[src/rtl/systolic_pkg.sv]
// Types and default widths shared by the mac, array top and the column drain collector.
package systolic_pkg;

  localparam int DEF_OFMAP_WIDTH = 32;
  localparam int DEF_ACC_WIDTH   = 32;
  localparam int DEF_DEPTH       = 16;
  localparam int DEF_PASS_WIDTH  = 8;

  typedef enum logic [1:0] {
    IDLE  = 2'd0,
    ACCUM = 2'd1,
    DRAIN = 2'd2
  } collector_state_e;

endpackage

[src/rtl/ofmap_collector_if.sv]
// Bundle of the collector's job-control, ofmap ingress and result egress signals.
interface ofmap_collector_if
  import systolic_pkg::*;
#(
  parameter int OFMAP_WIDTH = DEF_OFMAP_WIDTH,
  parameter int ACC_WIDTH   = DEF_ACC_WIDTH,
  parameter int PASS_WIDTH  = DEF_PASS_WIDTH
);
  logic                   start;
  logic [PASS_WIDTH-1:0]  num_passes;
  logic                   ofmap_valid;
  logic [OFMAP_WIDTH-1:0] ofmap_in;
  logic                   busy;
  // Egress: a word transfers on any rising edge where acc_out_valid & acc_out_ready;
  // while valid is high and ready low, data and last stay unchanged; valid never
  // depends on ready.
  logic                   acc_out_valid;
  logic                   acc_out_ready;
  logic [ACC_WIDTH-1:0]   acc_out_data;
  logic                   acc_out_last;
  logic                   done;
  logic                   drop_err;
  logic [1:0]             state;

  modport master (
    output start, num_passes, ofmap_valid, ofmap_in, acc_out_ready,
    input  busy, acc_out_valid, acc_out_data, acc_out_last, done, drop_err, state
  );

  modport slave (
    input  start, num_passes, ofmap_valid, ofmap_in, acc_out_ready,
    output busy, acc_out_valid, acc_out_data, acc_out_last, done, drop_err, state
  );
endinterface

[src/rtl/ofmap_collector_acc_buffer.sv]
// Accumulator register file: one synchronous write port, one combinational read port.
module acc_buffer #(
  parameter int DEPTH = 16,
  parameter int WIDTH = 32,
  localparam int AW   = $clog2(DEPTH)
) (
  input  logic             clk,
  input  logic             we,
  input  logic [AW-1:0]    waddr,
  input  logic [WIDTH-1:0] wdata,
  input  logic [AW-1:0]    raddr,
  output logic [WIDTH-1:0] rdata
);
  // No reset: every entry is written during pass 0 before it is ever read.
  logic [WIDTH-1:0] mem [DEPTH];

  always_ff @(posedge clk) begin
    if (we) mem[waddr] <= wdata;
  end

  assign rdata = mem[raddr];
endmodule

[src/rtl/ofmap_collector.sv]
// Column drain collector: accumulates num_passes tiles of DEPTH partial sums, then streams them out.
module ofmap_collector
  import systolic_pkg::*;
#(
  parameter int OFMAP_WIDTH = DEF_OFMAP_WIDTH,
  parameter int ACC_WIDTH   = DEF_ACC_WIDTH,
  parameter int DEPTH       = DEF_DEPTH,
  parameter int PASS_WIDTH  = DEF_PASS_WIDTH
) (
  input logic               clk,
  input logic               rst_n,
  ofmap_collector_if.slave  bus
);
  localparam int AW = $clog2(DEPTH);
  localparam logic [1:0]    S_IDLE  = IDLE;
  localparam logic [1:0]    S_ACCUM = ACCUM;
  localparam logic [1:0]    S_DRAIN = DRAIN;
  localparam logic [AW-1:0] ADDR_MAX = AW'(DEPTH - 1);

  logic [1:0]            state_q;
  logic [AW-1:0]         wr_addr_q, rd_addr_q, raddr;
  logic [PASS_WIDTH-1:0] pass_q, num_q;
  logic                  done_q, drop_err_q;
  logic [ACC_WIDTH-1:0]  rdata, ext, wdata;
  logic                  accept_start, wr_en, last_write, handshake, last_rd;

  assign accept_start = (state_q == S_IDLE) && bus.start && (bus.num_passes != '0);
  assign wr_en        = (state_q == S_ACCUM) && bus.ofmap_valid;
  assign last_write   = wr_en && (wr_addr_q == ADDR_MAX) && (pass_q == num_q - 1'b1);
  assign handshake    = (state_q == S_DRAIN) && bus.acc_out_ready;
  assign last_rd      = (rd_addr_q == ADDR_MAX);

  // Size cast of a signed operand sign-extends; the add wraps modulo 2^ACC_WIDTH.
  assign ext   = ACC_WIDTH'($signed(bus.ofmap_in));
  assign wdata = (pass_q == '0) ? ext : rdata + ext;
  assign raddr = (state_q == S_DRAIN) ? rd_addr_q : wr_addr_q;

  acc_buffer #(
    .DEPTH (DEPTH),
    .WIDTH (ACC_WIDTH)
  ) u_buf (
    .clk   (clk),
    .we    (wr_en),
    .waddr (wr_addr_q),
    .wdata (wdata),
    .raddr (raddr),
    .rdata (rdata)
  );

  always_ff @(posedge clk or negedge rst_n) begin
    if (!rst_n) begin
      state_q   <= S_IDLE;
      wr_addr_q <= '0;
      rd_addr_q <= '0;
      pass_q    <= '0;
      num_q     <= '0;
      done_q    <= 1'b0;
    end else begin
      done_q <= 1'b0;
      case (state_q)
        S_IDLE: begin
          if (accept_start) begin
            num_q     <= bus.num_passes;
            wr_addr_q <= '0;
            pass_q    <= '0;
            state_q   <= S_ACCUM;
          end
        end
        S_ACCUM: begin
          if (wr_en) begin
            wr_addr_q <= wr_addr_q + AW'(1);
            if (wr_addr_q == ADDR_MAX) pass_q <= pass_q + 1'b1;
            if (last_write) begin
              rd_addr_q <= '0;
              state_q   <= S_DRAIN;
            end
          end
        end
        S_DRAIN: begin
          if (handshake) begin
            rd_addr_q <= rd_addr_q + AW'(1);
            if (last_rd) begin
              state_q <= S_IDLE;
              done_q  <= 1'b1;
            end
          end
        end
        default: state_q <= S_IDLE;
      endcase
    end
  end

  // A sample arriving outside ACCUM is discarded; flagging it takes priority over a clear.
  always_ff @(posedge clk or negedge rst_n) begin
    if (!rst_n) begin
      drop_err_q <= 1'b0;
    end else if (bus.ofmap_valid && (state_q != S_ACCUM)) begin
      drop_err_q <= 1'b1;
    end else if (accept_start) begin
      drop_err_q <= 1'b0;
    end
  end

  assign bus.busy          = (state_q != S_IDLE);
  assign bus.acc_out_valid = (state_q == S_DRAIN);
  assign bus.acc_out_data  = (state_q == S_DRAIN) ? rdata : '0;
  assign bus.acc_out_last  = (state_q == S_DRAIN) && last_rd;
  assign bus.done          = done_q;
  assign bus.drop_err      = drop_err_q;
  assign bus.state         = state_q;
endmodule

[src/flat_wrapper.sv]
// flat-port wrapper written by rule: the top's interface ports become plain ports
module ofmap_collector_flat import systolic_pkg::*;
#(
  parameter int OFMAP_WIDTH = DEF_OFMAP_WIDTH,
  parameter int ACC_WIDTH   = DEF_ACC_WIDTH,
  parameter int DEPTH       = DEF_DEPTH,
  parameter int PASS_WIDTH  = DEF_PASS_WIDTH
)
  (clk, rst_n, bus_start, bus_num_passes, bus_ofmap_valid, bus_ofmap_in, bus_acc_out_ready, bus_busy, bus_acc_out_valid, bus_acc_out_data, bus_acc_out_last, bus_done, bus_drop_err, bus_state);
  ofmap_collector_if #(.OFMAP_WIDTH(OFMAP_WIDTH), .ACC_WIDTH(ACC_WIDTH), .PASS_WIDTH(PASS_WIDTH)) bus_i ();
  input logic clk;
  input logic rst_n;
  input wire logic [$bits(bus_i.start)-1:0] bus_start;
  input wire logic [$bits(bus_i.num_passes)-1:0] bus_num_passes;
  input wire logic [$bits(bus_i.ofmap_valid)-1:0] bus_ofmap_valid;
  input wire logic [$bits(bus_i.ofmap_in)-1:0] bus_ofmap_in;
  input wire logic [$bits(bus_i.acc_out_ready)-1:0] bus_acc_out_ready;
  output wire logic [$bits(bus_i.busy)-1:0] bus_busy;
  output wire logic [$bits(bus_i.acc_out_valid)-1:0] bus_acc_out_valid;
  output wire logic [$bits(bus_i.acc_out_data)-1:0] bus_acc_out_data;
  output wire logic [$bits(bus_i.acc_out_last)-1:0] bus_acc_out_last;
  output wire logic [$bits(bus_i.done)-1:0] bus_done;
  output wire logic [$bits(bus_i.drop_err)-1:0] bus_drop_err;
  output wire logic [$bits(bus_i.state)-1:0] bus_state;
  assign bus_i.start = bus_start;
  assign bus_i.num_passes = bus_num_passes;
  assign bus_i.ofmap_valid = bus_ofmap_valid;
  assign bus_i.ofmap_in = bus_ofmap_in;
  assign bus_i.acc_out_ready = bus_acc_out_ready;
  assign bus_busy = bus_i.busy;
  assign bus_acc_out_valid = bus_i.acc_out_valid;
  assign bus_acc_out_data = bus_i.acc_out_data;
  assign bus_acc_out_last = bus_i.acc_out_last;
  assign bus_done = bus_i.done;
  assign bus_drop_err = bus_i.drop_err;
  assign bus_state = bus_i.state;
  ofmap_collector #(.OFMAP_WIDTH(OFMAP_WIDTH), .ACC_WIDTH(ACC_WIDTH), .DEPTH(DEPTH), .PASS_WIDTH(PASS_WIDTH)) u_core (.clk(clk), .rst_n(rst_n), .bus(bus_i));
endmodule
[config.mk]
export PLATFORM = sky130hd
export DESIGN_NAME = ofmap_collector_flat
export DESIGN_NICKNAME = d
export VERILOG_FILES = /design/src/rtl/systolic_pkg.sv /design/src/rtl/ofmap_collector_if.sv /design/src/rtl/ofmap_collector_acc_buffer.sv /design/src/rtl/ofmap_collector.sv /design/src/flat_wrapper.sv
export SDC_FILE = /design/constraint.sdc
export NUM_CORES = 1
export LEC_CHECK = 0
export CAP_MARGIN = 15
export CELL_PAD_IN_SITES_DETAIL_PLACEMENT = 1
export CELL_PAD_IN_SITES_GLOBAL_PLACEMENT = 2
export CORE_UTILIZATION = 45
export DETAILED_ROUTE_END_ITERATION = 6
export PLACE_DENSITY = 0.75
export SLEW_MARGIN = 20
export SYNTH_ARGS = -nofsm -noshare
export SYNTH_HDL_FRONTEND = slang
export SYNTH_SLANG_ARGS = --single-unit
[constraint.sdc]
create_clock -name clk -period 6.57 [get_ports clk]
set_input_delay 1.314 -clock clk [delete_from_list [all_inputs] [get_ports clk]]
set_output_delay 1.314 -clock clk [all_outputs]
set_load 0.05 [all_outputs]
Yosys cells after proc, flatten, opt, wreduce, memory -nomap -nowiden
Memories as Yosys holds them, arrays and structs flattened. Cells that the tools add are included.

Bits in registers: 28. Memory bits (writable): 512. Input port bits: 45. Output and inout port bits: 39. Memories: 1.

Add/subtract/negate cells: 5. Eq/ne operators: 12. Multiplexer cells: 27. Reduce and logical (&&, ||, !) cells: 20.

Memories: u_core.u_buf.mem (depth 16, bits a word 32, read ports 1, clocked after Yosys merged registers in 0, wr ports 1, RTL line ofmap_collector_acc_buffer.sv:15) `logic [WIDTH-1:0] mem [DEPTH];`.

Operators by type and width (number): $mux 32 (2); $add 32x32->32 (1); $mux 4 (6); $mux 8 (3); $pmux 4 s2 (2); $pmux 8 s2 (1); $ne 2x1->1 const B (6); $mux 2 (5); $add 4x1->4 const B (2); $add 8x1->8 const B (1); $eq 4x4->1 const B (2); $eq 8x8->1 (1); $logic_and 1x1->1 (8); $logic_not 8->1 (1); $reduce_and 4->1 (2); $reduce_bool 2->1 (4); $reduce_bool 8->1 (1); $sub 8x1->8 const B (1); $mux 1 (7); $pmux 2 s3 (1); $reduce_and 5->1 (1); $reduce_and 3->1 (1); $eq 2x1->1 const B (1); $eq 2x2->1 const B (1); other kinds (3) (3).

Depth between registers and ports, before layout
Gate-level depths: netlist of the first run.

Depth in word-level cells: 7. Gate-level depth with buffers: 20.

Modules after synthesis
A second synthesis of the first run with hierarchy kept.

Cells, all modules: 1315. Area total of the unflattened synthesis: 22997.1 µm².

By module, submodules not included: acc_buffer (instances 1, cells each 806, area each 19194.7 µm²); ofmap_collector (instances 1, cells each 509, area each 3802.4 µm²).

Worst setup path after synthesis of the first run
No wires, ideal clock.

Path type: register to register. From: register u_core.state_q[1], in the netlist u_core.bus.state[1]. To: memory u_core.u_buf.mem[0][30], data pin. Setup time: 0.341 ns. Arrival time: 4.967 ns. Data required time: 6.229 ns. Setup slack: 1.262 ns. Cell stages (with the launch flop): 18. Buffers on the path: 3. Clock period less this slack: 5.308 ns. Cell sequence: dfrtp_1 -> nor2b_4 -> buf_6 -> mux2i_4 -> buf_12 -> buf_12 -> mux4_2 -> nand2_1 -> a31oi_2 -> ha_1 -> and2_1 -> a221oi_1 -> a21o_1 -> a21oi_1 -> o211ai_1 -> a21oi_1 -> o31a_1 -> o31ai_1.

Word-level cells in the longest chain between the ends: 5.

RTL lines: from (decl) (RTL line ofmap_collector.sv:20) `logic [1:0] state_q;`; from (signal assigned) (RTL line ofmap_collector.sv:52) `state_q <= S_IDLE;`; from (signal assigned) (RTL line ofmap_collector.sv:66) `state_q <= S_ACCUM;`; from (signal assigned) (RTL line ofmap_collector.sv:75) `state_q <= S_DRAIN;`; $eq 2x2->1 (RTL line ofmap_collector.sv:36) `assign raddr = (state_q == S_DRAIN) ? rd_addr_q : wr_addr_q;`; $mux 4 (RTL line ofmap_collector.sv:36); $mem_v2 16x32; $add 32x32->32 (RTL line ofmap_collector.sv:35) `assign wdata = (pass_q == '0) ? ext : rdata + ext;`; $mux 32 (RTL line ofmap_collector.sv:35); named net u_core.u_buf.wdata[30] (RTL line ofmap_collector_acc_buffer.sv:10) `input logic [WIDTH-1:0] wdata,`; to (decl) (RTL line ofmap_collector_acc_buffer.sv:15).

The timed path passes the listed nets, and every way through them passes these cells.

Final worst setup path of the first run
From: register u_core.state_q[0], in the netlist u_core.bus.state[0]. To: memory u_core.u_buf.mem[2][29], data pin.

Same word-level chain as after synthesis.

==> impl.org, run 1 <==
** Global route
- Via count of the first global-routing pass :: 14,000
- Across every metal layer, demand over resource in global routing totals between 20% and 30%.
- The first global-routing pass estimated 93,600 um of wire.
- Global route overflow :: 0
- Initial antenna violation count :: 2
- Entering global routing, the biggest net connects roughly 70 pins.

** Detailed routing
- First DRT Iteration DRCs :: 985
- Number of design rule violations left after detail routing :: 0
- The first TritonRoute pass finished after 7 iterations.
- The detail route stage leaves a number of antenna-violating nets equal to 0.
- Summed over all layers, the routed wires come to 63,600 um.
- Mean routed wirelength per cell :: about 28 um
- After detailed routing, the number of vias per cell comes to 5.85.
- The routed layout has 13,300 vias.

** Yosys
- Synth Cell Area :: 23,700 um2
- Synthesis instantiated 66 different standard cells from the library.
- Avg Cell Area, Syn :: 16.7 um2
- Yosys mapped a number of flops with a built-in enable equal to 512.
- The most used flip-flop cell after synthesis is sky130_fd_sc_hd__edfxtp_1.
- In the synthesized netlist, the cells that appear most often are sky130_fd_sc_hd__edfxtp_1, sky130_fd_sc_hd__nand2_1, sky130_fd_sc_hd__mux4_2.
- Counting flops and latches in the post-synthesis netlist gives 540.
- In the post-synthesis netlist, the biggest area contributors are sky130_fd_sc_hd__edfxtp_1, sky130_fd_sc_hd__mux4_2, sky130_fd_sc_hd__dfrtp_1, sky130_fd_sc_hd__nand2_1, sky130_fd_sc_hd__ha_1.
- Yosys instantiated no cell more often than sky130_fd_sc_hd__edfxtp_1.
- Synthesis produced a netlist with a net count of 1,506.
- The share of synthesized area in the top cell type comes to around two thirds.
- Part of the Yosys area used for sequential elements :: 67.8%
- Proportion of register bits with asynchronous set or reset after synthesis :: 5.19%
- Synthesized instance count :: roughly 1,400
- For this run, the number of Yosys warnings is 0.
- Library cell with the largest summed area after synthesis :: sky130_fd_sc_hd__edfxtp_1

** Critical path
- Cell type with the highest occurrence count on the critical path :: sky130_fd_sc_hd__a21oi_1
- The critical path crosses 16 cells after its start point.
- At the worst endpoint, the arrival time is 6.14 ns.
- The critical path goes through nor2b_4 > mux2i_4 > buf_12 > mux4_2 > nand2_1 > and3_1 > a31oi_2 > ha_1 > a21oi_1 > nor2_1 > o31ai_1 > a21oi_1 > a2111oi_1 > buf_4 > xor2_1 > a21oi_1.
- The number of buffers and inverters on the critical path is 2.
- Slowest stage cell on the critical path :: sky130_fd_sc_hd__a21oi_1
- Delay of the slowest critical-path stage :: slightly above 0.8 ns
- The worst setup path is launched from a flop.
- Endpoint required time on the critical path :: 6.82 ns
- Cells on worst reg2reg path :: 16
- The setup path with the least slack is of type reg -> reg.
- Largest delay share family, worst path :: compound AO/OA/AOI/OAI gates
- Critical Path End Type :: flop
- In this run the worst setup path begins at u_core.bus.state[0].
- The worst register-to-register path begins at u_core.bus.state[0].
- Critical path peak fanout :: 51

** Clock tree
- Clock latency on the worst-skew pair, taken at its later pin, is 0.61 ns.
- Max clock buf depth :: 3
- The cell sitting at the root of the clock tree is a sky130_fd_sc_hd__clkbuf_16.
- TritonCTS built the clock tree.
- Buffers added to address setup during post-CTS repair amount to 0.
- Register clock-pin slew on the reported worst setup and hold paths :: 0.06 ns
- Buffers inserted during clock tree synthesis total 56.
- The clock net in this run drives a total of 540 sinks.
- Gates resized during post-CTS repair numbered 0.
- Post-CTS Hold Fix Bufs :: 0
- H-tree level count :: 2

** Pwr
- Power comes to 0.0150 W.
- Sequential power share :: 37.1%
- Internal portion of total power :: about 0.0095 W
- In this run the static leakage power is 9.29 nW.
- The clock network is responsible for 20.4% of the overall power.
- VDD sags by at most 383 uV.
- Net Switching :: 0.00553 W
- Switching Fraction :: a little under two fifths
- Per report_power, the combinational group accounts for between 40% and 50% of the total.
- Power density of the placed cells :: 548 nW/um2

** Finish
- Compared with the post-synthesis result, the final layout area differs by 15.7%.
- Fillers :: 4,800
- # nets final :: 1,640
- Fraction of layout instances using a drive strength above 1 :: a little over a fifth

** Die
- Initial Util :: between 40% and 50%
- Row generation in the floorplan step produced 83 rows.
- Die Area :: ~54,000 um2
- Count of pins on the block boundary :: 84
- Die span in x :: 231 um
- CORE AREA :: roughly 52,000 um2
- The floorplan step set the die height to between 200 and 250 um.

** STA
- Setup violations remaining at the end of the flow were counted as 0.
- Period utilization :: 89.7%
- Transition time at the pin with the least slew margin :: 1.11 ns
- The count of pins over their slew limit is 0.
- Setup repair after global routing left no endpoint under its margin.
- Derived from the worst setup path, the maximum achievable clock frequency is 170 MHz.
- Total negative slack for setup checks :: 0 ns
- The clock arrives with approximately 0.018 ns of skew.
- Final Hold Fails :: 0
- Fin crit period :: 5.89 ns
- The worst pin sits at a relative slew slack of roughly 26%.

** Worst hold path
- Counting instances, the worst hold path has a depth of 1.
- The worst hold path begins at u_core.num_q[7].
- The worst hold path belongs to the class reg -> reg.

** Place
- The congestion estimate from routability-driven global placement came to roughly 0.8.
- Final HPWL from detailed placement :: around 38,000 um
- Buffers placed on the I/O ports in this run total 83.

** Run status
- Result of the run :: finished, final reports clean

** Flow run
- Across the run, the number of max-cap violations was 0.
==> per-stage QoR <==
| stage | cell area, um2 | setup slack [ns] | utilization (%) | hold slack (ns) | instances |
|---|---|---|---|---|---|
| 5_1_grt | 27400 | 0.367 | 53.0 | 0.597 | 2274 |
| 6_report | 27400 | 0.677 | 53.0 | 0.564 | 2275 |
| 2_1_floorplan | 23700 | 1.26 | - | 0.502 | 1419 |
| 3_5_place_dp | 25600 | 0.500 | 49.5 | 0.556 | 2174 |
| 3_3_place_gp | 25600 | 0.644 | 49.4 | 0.538 | 2172 |
| 4_1_cts | 27300 | 0.460 | 52.9 | 0.575 | 2273 |
==> cell usage in the layout (no fill, tap or decap), drive strengths merged, types with 22 or more instances in the layout <==
cell and n:
xor2 22, nand2 181, a31oi 35, clkdlybuf4s50 80, inv 23, o21ai 28, a21oi 42, clkbuf 72
mux4 124, and3 33, dfrtp 28, nor2 64, buf 64, and2 39, edfxtp 512, ha 41
==> power by group through the flow <==
stage	sequential (W)	clock, W	combinational (W)
6_report	0.00558	0.00307	0.00638
2_1_floorplan	0.00561	0	0.00438
3_3_place_gp	0.00562	0	0.00616
4_1_cts	0.00559	0.00313	0.00638
5_1_grt	0.00562	0.00324	0.00696
3_5_place_dp	0.00566	0	0.00635
==> sequential cells by signal, indices dropped and copies added, names as in the netlist <==
signal,cells
u_core.rd_addr_q,4
u_core.num_q,8
u_core.bus.done,1
u_core.u_buf.mem,512
u_core.bus.drop_err,1
u_core.pass_q,8
u_core.wr_addr_q,4
u_core.bus.state,2
==> final cells by class <==
type | instances | area, um2 | area share [%]
inverters | 23 | 86.3 | 0.315
well taps | 680 | 851 | 3.10
diodes | 1 | 2.50 | 0.00913
clock buffers | 72 | 1480 | 5.41
multi-input cells | 788 | 7260 | 26.5
repair buffers | 144 | 1410 | 5.14
clock inverters | 27 | 255 | 0.931
flip-flops and latches | 540 | 16100 | 58.6
==> path summary, 6_finish.rpt <==
check	slack, ns	end
max in group asynchronous	5.17	u_core.bus.done
min in group asynchronous	1.10	u_core.num_q[4]
worst max-delay path	0.68	u_core.u_buf.mem[2][29]
worst min-delay path	0.56	u_core.num_q[7]
worst max register to register	0.68	u_core.u_buf.mem[2][29]
worst min register to register	0.56	u_core.num_q[7]
==> layer usage <==
metal  wire length (um)  vias to the layer above  global-route usage [%]
met2              30900                      335                    39.7
met3               3170                       96                    3.81
met1              28000                     7039                    34.1
li1                   -                     5844                       -
met5                 15                        -                       0
met4               1530                        2                    6.81
==> logic make-up after synthesis <==
| logic type | count (synthesis) | synth area share (%) |
|---|---|---|
| AO/OA/AOI/OAI | 164 | 5.22 |
| XOR/XNOR | 40 | 1.48 |
| adder cells (fa/ha/maj) | 42 | 2.25 |
| buffers and inverters | 91 | 2.38 |
| flip-flops | 540 | 67.8 |
| multiplexers | 149 | 13.1 |
| AND/OR/NAND/NOR | 393 | 7.79 |
No activity file was read; power rests on OpenSTA's default activity.
==> inputs of run 2 (changes only) <==
==> constraint.sdc (replaced) <==
create_clock -name clk -period 5.8 [get_ports clk]
set_input_delay 1.16 -clock clk [delete_from_list [all_inputs] [get_ports clk]]
set_output_delay 1.16 -clock clk [all_outputs]
set_load 0.05 [all_outputs]
==> run 2 against run 1 <==
  * Register-to-register slack lost 0.44 ns
  * Cell count grew 1.2%
  * Via count grew 2.1%
  * First-iteration DRC count grew 5.1%
  * Worst hold slack lost 0.014 ns
  * Die area is the same
  * Total power grew 17%
  * Sequential cell count is the same
  * Clock power grew 20%
  * Critical path depth grew 3
  * Critical endpoint is now u_core.u_buf.mem[11][24]
==> impl.org, run 2 (same netlist as run 1, synthesis figures left out) <==
** Flow run
- Count of maximum capacitance violations :: 0

** Pwr
- P_leak :: roughly 9.6 nW
- Sequential power share :: 35.9%
- Net Switching :: between 0.006 and 0.007 W
- In this run the power density over the cells is between 600 and 700 nW/um2.
- VDD sags by at most roughly 400 uV.
- Net switching is 36.5% of the power.
- Clock group share of total power :: 20.9%
- Combinational cells account for 43.2% of the total power.
- Internal portion of total power :: around 0.011 W

** Finish
- Largest register by flop count :: u_core.u_buf.mem
- Register area :: approximately 16,000 um2
- In the final layout, the multi-input gates occupy 7280 um2.
- Fill cells in the final layout number 4,773.
- Most common library cell in the layout ignoring fill and taps :: sky130_fd_sc_hd__edfxtp_1
- Fraction of layout instances using a drive strength above 1 :: 24.5%
- Leaving out fill and tap cells, the most frequent cells in the layout are sky130_fd_sc_hd__edfxtp_1, sky130_fd_sc_hd__nand2_1, sky130_fd_sc_hd__mux4_2.
- The register with the most flip-flops in the layout has 512 of them.
- ANT cells :: 0
- After routing the design area is 28,000 um2.
- Regs by FF count :: u_core.u_buf.mem x512, u_core.num_q x8, u_core.pass_q x8
- Post-layout instance count excluding filler cells :: 2,302
- From synthesis to final layout, the design area changed by 18.3%.
- The final layout contains approximately 1,700 nets.

** STA
- Clock skew on the completed layout was measured at ~0.021 ns.
- Max Transition Viols Final :: 0
- Headroom to the max-slew limit :: 24.9%
- The total count of hold-check failures in the final report is 0.
- Fin crit period :: 5.57 ns
- Maximum clock frequency :: 180 MHz
- Final worst setup slack :: 0.232 ns
- Transition time at the pin with the least slew margin :: 1.13 ns
- Unrepaired setup endpoints after global routing :: false
- Period utilization :: 96.0%
- Setup violations remaining at the end of the flow were counted as 0.

** Die
- The floorplan has 83 rows.
- Die span in x :: 231 um
- Initial Util :: 45.8%
- The die covers 53,600 um2.
- Count of pins on the block boundary :: 84
- Die Span Y :: about 230 um
- CORE AREA :: 51,700 um2

** Clock tree
- Register clock-pin slew on the reported worst setup and hold paths :: 0.06 ns
- CTS tree :: built
- The clock passes through at most 3 buffers.
- Clock Sink Count :: 540
- Worst skew pair latency :: 0.61 ns
- In this run the number of H-tree levels came out at 2.
- Clock tree synthesis selected as its root buffer the cell sky130_fd_sc_hd__clkbuf_16.
- Number of clock buffers inserted by TritonCTS :: 56
- Postcts setup bufs :: 0
- Post-CTS Hold Fix Bufs :: 0

** Critical path
- Data on the critical path is required at its endpoint by 6.23 ns.
- STA classifies the critical path endpoint as a flop.
- In this run the worst setup path begins at u_core.bus.state[1].
- The setup path with the least slack is of type reg -> reg.
- Along the worst path, the maximum fanout reaches 27.
- The startpoint identified for the worst register-to-register timing path is u_core.bus.state[1].
- The worst setup path is launched from a flop.
- Data arrival time of the critical path :: 6.00 ns

** Detailed routing
- Via-to-Cell Ratio :: 5.90
- After detailed routing, the number of remaining DRC violations is 0.
- In the final routed layout, each cell accounts on average for 27.6 um.
- The first TritonRoute pass finished after 4 iterations.
- In this run, the number of DRC markers left after iteration 0 of detailed routing was 1,035.
- Once detail routing completed, the nets flagged for antenna violations numbered 0.
- Number of vias after detailed routing :: 13,600
- Total Wirelength :: ~64,000 um

** Worst hold path
- Hold wc startpoint :: u_core.num_q[7]
- The worst hold path belongs to the class reg -> reg.

** Place
- RD Place Congestion :: 0.795
- Buffers placed on the I/O ports in this run total 83.
- Before CTS, the worst setup slack after placement is -0.0868 ns.
- Final HPWL from detailed placement :: between 30,000 and 40,000 um
- Post-DP Area :: 26,100 um2
- Placed cell count :: about 2,200

** Global route
- Pin count of the biggest net entering global routing :: 39
- The number of antenna violations at the first check in global routing was 0.
- The total overflow left after global routing is 0.
- Wire length of the first global-routing pass :: 93,300 um
- The number of global-route vias before repair was 14,300.
- Global routing used approximately a quarter of the available tracks.

** Run status
- Result of the run :: finished, final reports clean
==> run 2: changes by cell type in the layout (fill, tap and decap cells not counted), moves of 4 or more <==
cell / before / now
sky130_fd_sc_hd__a21oi_1: 31 / 27
sky130_fd_sc_hd__a21oi_2: 10 / 14
sky130_fd_sc_hd__buf_12: 7 / 38
sky130_fd_sc_hd__buf_4: 55 / 79
sky130_fd_sc_hd__clkdlybuf4s50_1: 80 / 52
==> run 2: worst paths after layout <==
kind	endpoint	slack (ns)	depth (start not counted)
min in group asynchronous	u_core.num_q[3]	0.94	2
max in group asynchronous	u_core.rd_addr_q[3]	4.55	2
hold reg to reg	u_core.num_q[7]	0.55	1
hold / removal	u_core.num_q[7]	0.55	1
setup reg to reg	u_core.u_buf.mem[11][24]	0.23	19
setup / recovery	u_core.u_buf.mem[11][24]	0.23	19
==> run 2: metrics by stage <==
stage | utilization, % | setup TNS, ns | hold slack (ns) | power, W
after floorplan | - | 0 | 0.502 | 0.0113
after global placement | 50.5 | 0 | 0.533 | 0.0136
after detailed placement | 50.5 | -2.42 | 0.527 | 0.0139
after CTS | 54.1 | 0 | 0.551 | 0.0176
after global routing | 54.2 | 0 | 0.603 | 0.0185
final | 54.2 | 0 | 0.550 | 0.0176
==> run 2: critical path: stages, from the launching register on <==
cell and delay, ns:
sky130_fd_sc_hd__dfrtp_1 0.40, sky130_fd_sc_hd__nor2b_4 0.28, sky130_fd_sc_hd__buf_4 0.35, sky130_fd_sc_hd__mux2i_4 0.36
sky130_fd_sc_hd__buf_12 0.25, sky130_fd_sc_hd__nand2_1 0.07, sky130_fd_sc_hd__and3_1 0.19, sky130_fd_sc_hd__a31oi_1 0.28
sky130_fd_sc_hd__ha_1 0.27, sky130_fd_sc_hd__inv_1 0.07, sky130_fd_sc_hd__fa_1 0.42, sky130_fd_sc_hd__nor2b_1 0.21
sky130_fd_sc_hd__o211ai_1 0.16, sky130_fd_sc_hd__a21o_1 0.26, sky130_fd_sc_hd__a21oi_2 0.31, sky130_fd_sc_hd__o21a_1 0.32
sky130_fd_sc_hd__o211ai_1 0.16, sky130_fd_sc_hd__and3b_1 0.21, sky130_fd_sc_hd__o31ai_1 0.48, sky130_fd_sc_hd__buf_4 0.30
==> run 2: power groups by stage <==
stage	combinational [W]	sequential, W	clock (W)
after floorplan	0.00496	0.00635	0
after global routing	0.00826	0.00636	0.00386
after CTS	0.00758	0.00633	0.00374
after detailed placement	0.00751	0.00641	0
final	0.00760	0.00632	0.00367
after global placement	0.00726	0.00637	0
==> run 2: cell type report <==
cell class	instances	area share, %
inverters	23	0.308
clock buffers	72	5.40
multi-input cells	788	26.0
repair buffers	169	6.69
clock inverters	30	1.27
well taps	680	3.04
flip-flops and latches	540	57.3
==> run 2: repair_timing <==
item | CTS | global route
endpoints found under the setup margin | 43 | 80
gates resized for setup | 3 | 6
endpoints found under the hold margin | 0 | 0
==> run 2: routing by layer <==
layer	vias to the layer above	GRT usage [%]	part of all wire (%)
li1	5887	-	-
met1	7178	33.3	43
met2	423	40.1	49
met3	101	4.02	5.4
met4	2	5.94	2.3
met5	-	1.01	0.12
